===== config.mk =====
export PLATFORM = sky130hd
export DESIGN_NAME = serial_adder
export DESIGN_NICKNAME = d
export VERILOG_FILES = /design/src/rtl/serial_adder_pkg.sv /design/src/rtl/serial_adder_full_adder.sv /design/src/rtl/serial_adder.sv
export SDC_FILE = /design/constraint.sdc
export NUM_CORES = 1
export LEC_CHECK = 0
export ABC_CLOCK_PERIOD_IN_PS = 1300
export CAP_MARGIN = 20
export CORE_ASPECT_RATIO = 0.8
export CORE_MARGIN = 5
export CORE_UTILIZATION = 48
export DETAILED_ROUTE_END_ITERATION = 8
export GPL_ROUTABILITY_DRIVEN = 0
export PLACE_DENSITY = 0.77
export SETUP_SLACK_MARGIN = 0.05
export SYNTH_ARGS = -nofsm -noshare
export SYNTH_HDL_FRONTEND = slang
export SYNTH_SLANG_ARGS = --single-unit
export TNS_END_PERCENT = 30

===== constraint.sdc =====
create_clock -name clk -period 1.3 [get_ports clk]
set_input_delay 0.195 -clock clk [delete_from_list [all_inputs] [get_ports clk]]
set_output_delay 0.195 -clock clk [all_outputs]
set_load 0.005 [all_outputs]

===== src/rtl/serial_adder_pkg.sv =====
// Shared types and helpers for the bit-serial adder.
// Latency: n/a (declarations only).
// Backpressure: n/a.
package serial_adder_pkg;

  // Sequencer states; 2-bit encoding keeps the state register minimal.
  typedef enum logic [1:0] {
    IDLE  = 2'd0,
    SHIFT = 2'd1,
    DONE  = 2'd2
  } state_e;

  // Bits needed for a bit counter that can represent 0..w without wrapping.
  function automatic int cnt_width(input int w);
    return (w < 1) ? 1 : $clog2(w + 1);
  endfunction

endpackage


===== src/rtl/serial_adder_full_adder.sv =====
// One-bit full-adder slice built from two half adders plus an OR of their carries.
// Latency: purely combinational.
// Backpressure: none; the slice is evaluated every cycle.
module half_adder (
  input  logic x,
  input  logic y,
  output logic s,
  output logic c
);

  assign s = x ^ y;
  assign c = x & y;

endmodule

module full_adder (
  input  logic a,
  input  logic b,
  input  logic cin,
  output logic s,
  output logic cout
);

  logic s0;
  logic c0;
  logic c1;

  half_adder u_ha0 (
    .x (a),
    .y (b),
    .s (s0),
    .c (c0)
  );

  half_adder u_ha1 (
    .x (s0),
    .y (cin),
    .s (s),
    .c (c1)
  );

  // At most one of the two half-adder carries can be set, so OR is the majority.
  assign cout = c0 | c1;

endmodule


===== src/rtl/serial_adder.sv =====
// Bit-serial adder: sums two WIDTH-bit operands LSB-first through one full-adder slice.
// Latency: done pulses WIDTH cycles after the accepting edge; sum/carry_out hold until the next accept.
// Backpressure: start is sampled only in IDLE or DONE; start during SHIFT is dropped, not queued.
module serial_adder
  import serial_adder_pkg::*;
#(
  parameter int WIDTH = 8
) (
  input  logic             clk,
  input  logic             rst,
  input  logic             start,
  input  logic [WIDTH-1:0] a,
  input  logic [WIDTH-1:0] b,
  output logic             busy,
  output logic             done,
  output logic [WIDTH-1:0] sum,
  output logic             carry_out
);

  localparam int CW = cnt_width(WIDTH);

  state_e           state_q, state_d;
  logic [WIDTH-1:0] a_sr_q, a_sr_d;
  logic [WIDTH-1:0] b_sr_q, b_sr_d;
  logic [WIDTH-1:0] sum_sr_q, sum_sr_d;
  logic             c_q, c_d;
  logic [CW-1:0]    count_q, count_d;

  logic             bit_s;
  logic             bit_c;

  full_adder u_fa (
    .a    (a_sr_q[0]),
    .b    (b_sr_q[0]),
    .cin  (c_q),
    .s    (bit_s),
    .cout (bit_c)
  );

  // Next-state and datapath update; every register holds unless a state acts on it.
  always_comb begin
    state_d  = state_q;
    a_sr_d   = a_sr_q;
    b_sr_d   = b_sr_q;
    sum_sr_d = sum_sr_q;
    c_d      = c_q;
    count_d  = count_q;

    unique case (state_q)
      IDLE, DONE: begin
        if (start) begin
          // Accepting a new operation clears the previous result and carry.
          state_d  = SHIFT;
          a_sr_d   = a;
          b_sr_d   = b;
          sum_sr_d = '0;
          c_d      = 1'b0;
          count_d  = '0;
        end else begin
          state_d = IDLE;
        end
      end

      SHIFT: begin
        a_sr_d             = a_sr_q >> 1;
        b_sr_d             = b_sr_q >> 1;
        sum_sr_d           = sum_sr_q >> 1;
        sum_sr_d[WIDTH-1]  = bit_s;
        c_d                = bit_c;
        count_d            = count_q + CW'(1);
        if (count_q == CW'(WIDTH - 1)) begin
          state_d = DONE;
        end
      end

      default: begin
        state_d = IDLE;
      end
    endcase
  end

  // State and datapath registers; synchronous reset overrides any pending start.
  always_ff @(posedge clk) begin
    if (rst) begin
      state_q  <= IDLE;
      a_sr_q   <= '0;
      b_sr_q   <= '0;
      sum_sr_q <= '0;
      c_q      <= 1'b0;
      count_q  <= '0;
    end else begin
      state_q  <= state_d;
      a_sr_q   <= a_sr_d;
      b_sr_q   <= b_sr_d;
      sum_sr_q <= sum_sr_d;
      c_q      <= c_d;
      count_q  <= count_d;
    end
  end

  assign busy      = (state_q == SHIFT);
  assign done      = (state_q == DONE);
  assign sum       = sum_sr_q;
  assign carry_out = c_q;

endmodule


==> impl_summary.md <==
Clock tree
The clock drives 31 sinks. The clock passes through at most 2 buffers. The clock transition at the register clock pins on the worst setup and hold paths after CTS is 90 ps.

The clock tree root buffer cell is sky130_fd_sc_hd__clkbuf_4. The insertion delay of the later-clocked pin in the worst-skew pair is 330 ps. The number of CTS-inserted buffers is 5. The clock tree from TritonCTS is built. The number of hold buffers added after CTS was 0. In this run the number of H-tree levels came out at 2.

Yosys
The number of nets in the synthesized netlist is 166. Summing the areas of all fa, ha and maj instances in the mapped netlist gives under 10% of the synthesized area. In this run, distinct cell masters in the synthesized netlist total 23. The simple logic cell fraction of the synthesized area is 19.80%. The sequential element share of the synthesized area is 48.39%. Of the total synthesized cell area, the portion taken by XOR and XNOR cells is 0%.

The fraction of synthesized area in multiplexers is 2.049%. The number of synthesis warnings is 0. In the synthesized netlist, the number of instances is 145. By area, the combinational part of the netlist is dominated by compound AO/OA/AOI/OAI gates. The synthesized netlist occupies a cell area of 1282 sq um. The average cell area after synthesis is 8.845 sq um. The synthesized design contains 31 register bits. The area fraction in compound gates after synthesis is slightly above 20%.

Worst setup path
STA puts the critical path data arrival time at 1490 ps. The peak per-stage delay on the critical path is 530 ps. In this design, the largest share of critical-path delay is due to adder cells. STA classifies the critical path endpoint as a flop. The worst-path maximum fanout is 2. The critical path class is reg2reg. The slowest stage of the critical path is the sky130_fd_sc_hd__fa_1 cell.

The worst setup path is launched from a flop. The endpoint required time on the critical path is 1560 ps. The critical path goes through buf_4 -> fa_1 -> nand2_1 -> a21oi_1. The number of buffers and inverters on the critical path is 1.

Floorplanning
Once the floorplan was initialized, standard cells occupied 51.25% of the core. The die outline area is 3812 sq um. In this run the count of I/O pins placed on the die edge is 30. The number of placement rows is 16. The y dimension of the die is 56.23 um.

The floorplan step defined a core boundary enclosing 2502 sq um. The die extent in x is a little under 70 um.

STA
Between clock sinks in the finished design, the worst skew comes to 7.619 ps. The worst pin sits at a relative slew slack of 82.73%. Setup violations remaining at the end of the flow were counted as 0. The tightest hold path in the finished design has a slack of 413.8 ps. Setup repair after global routing could not meet its margin everywhere.

The number of pins exceeding their max-slew limit in the final report is 0. The count of final hold-check violations is 0. After layout, the worst setup slack is ~70 ps.

The post-layout minimum cycle time is 1230 ps. The actual slew at the worst max-slew pin is 255.5 ps. After layout, the worst path uses 94.64% of the clock period. The fmax is 812.8 MHz.

Cells and area
Compared with the post-synthesis result, the final layout area differs by 40.59%. The commonest non-fill, non-tap cell in the layout is sky130_fd_sc_hd__a21oi_1. At the end of the flow, the number of nets in the layout was 204.

The total inserted antenna cells is 0. The library cells used most frequently in the layout, excluding fill and tap cells, are sky130_fd_sc_hd__a21oi_1, sky130_fd_sc_hd__nand3_1, sky130_fd_sc_hd__dfxtp_1. The share of final-layout standard cells stronger than drive strength 1 is 23.37%.

Routing
After the first detailed-routing iteration, the DRC count stood at 91. In the routed layout, each cell is associated on average with a via count of approximately 5.6. The count of nets left with antenna violations once routing finished came out at 0.

The first TritonRoute pass finished after 4 iterations. After detailed routing, the total wire length is ~3300 um. Detailed routing inserted a total of 1234 vias. In the routed design, unresolved DRC markers number 0. The average wire per cell in the routed design is 15.20 um.

Run
Across the run, the number of max-cap violations was 0.

Hold path
The tightest min-delay check is of the in2reg type.

Pwr
VDD sags by at most 0.0007356 V. Summed over all cells, the static leakage comes to 0.7077 nW. The overall power is roughly 0.002 W.

The ratio of total power to cell area is 1106 nW/um^2.

GRT
The total routing usage reported by global routing is about a fifth. The number of antenna violations at the first check in global routing was 0. The first global-routing pass estimated between 5000 and 6000 um of wire.

Entering global routing, the biggest net connects 28 pins. The via count of the first global-routing pass is 1155. The overflow left after global routing is 0.

Run status
The run finished with clean final reports.

Placed design
The post-detailed-placement half-perimeter wirelength is 2185 um. Before CTS, the worst setup slack after placement is -143.6 ps. The port buffer count is 29.
[power by group]
| group | switching [W] | total, W | internal [W] |
|---|---|---|---|
| clock | 0.000318 | 0.000636 | 0.000318 |
| sequential | 0.0000278 | 0.00102 | 0.000992 |
| combinational | 0.000163 | 0.000339 | 0.000175 |
| total | 0.000509 | 0.00199 | 0.00149 |
[path summary, 6_finish.rpt]
path                            startpoint        end  slack (ps)  cells past startpoint
worst max-delay path             carry_out     sum[7]          70                      4
worst min-delay path                  a[7]  a_sr_q[7]         410                      3
worst max register to register   carry_out     sum[7]          70                      4
worst min register to register      sum[5]     sum[4]         460                      2
[registers in the layout (all words and copies together) (netlist names)]
name       count
state_q        2
carry_out      1
count_q        4
a_sr_q         8
b_sr_q         8
sum            8
[cell families (layout without fill, tap and decap cells)]
group,count (synthesis),count (layout)
DFF,31,31
muxes,2,2
and+or+nand+nor,51,51
adders and majority gates,2,2
AOI/OAI and AO/OA,44,44
buffers and inverters,15,54
[tightest hold or removal path: stages]
cell                              delay [ps]
sky130_fd_sc_hd__clkdlybuf4s50_1         400
sky130_fd_sc_hd__nand2_1                  60
sky130_fd_sc_hd__a21oi_1                  50
[synth_stat cells (all sizes together)]
cell     n  area share [%]
a211oi   1            0.98
a21oi   29              11
a22oi   14             8.2
and2b    1            0.59
buf     11             5.6
clkbuf   3            0.88
dfxtp   31              48
fa       1             1.6
ha       1            0.98
inv      1            0.29
mux2     2             2.0
nand2   13             3.8
nand2b   3             1.5
nand3   27              11
nand3b   1            0.59
nand4    1            0.49
nor2     2            0.59
nor2b    1            0.49
nor3b    1            0.59
nor4b    1            0.68
[per-layer routing]
layer | part of all wire (%) | wire length (um) | up-vias | track usage (%)
met5 | 0 | 0 | - | 0
met4 | 2.1 | 70 | 0 | 9.915
met3 | 6.4 | 215 | 7 | 7.071
met2 | 51 | 1712 | 54 | 29.40
met1 | 40 | 1345 | 579 | 21.76
li1 | - | - | 594 | -
[final cells by class]
class,count,area [sq um]
clock buffers,8,68.82
flip-flops and latches,31,631.9
multi-input cells,99,600.6
well taps,36,45.04
fillers,209,699.4
inverters,1,3.754
repair buffers,45,452.9
[stage by stage]
step	TNS (ps)	cell area (sq um)	cells	util, %
global placement	-1070	1655	207	66.15
finish	0	1803	220	72.05
global route	0	1803	220	72.05
detailed placement	-1559	1655	207	66.15
floorplan	0	1282	145	-
CTS	-30.64	1752	218	70.00
[timing repair]
action / in CTS / in global routing
buffers inserted: 3 / 0
resized for setup: 25 / 9
hold endpoints to repair: 0 / 0
cloned: 0 / 2
endpoints found under the setup margin: 27 / 25
Power figures use the tool's default switching activity.
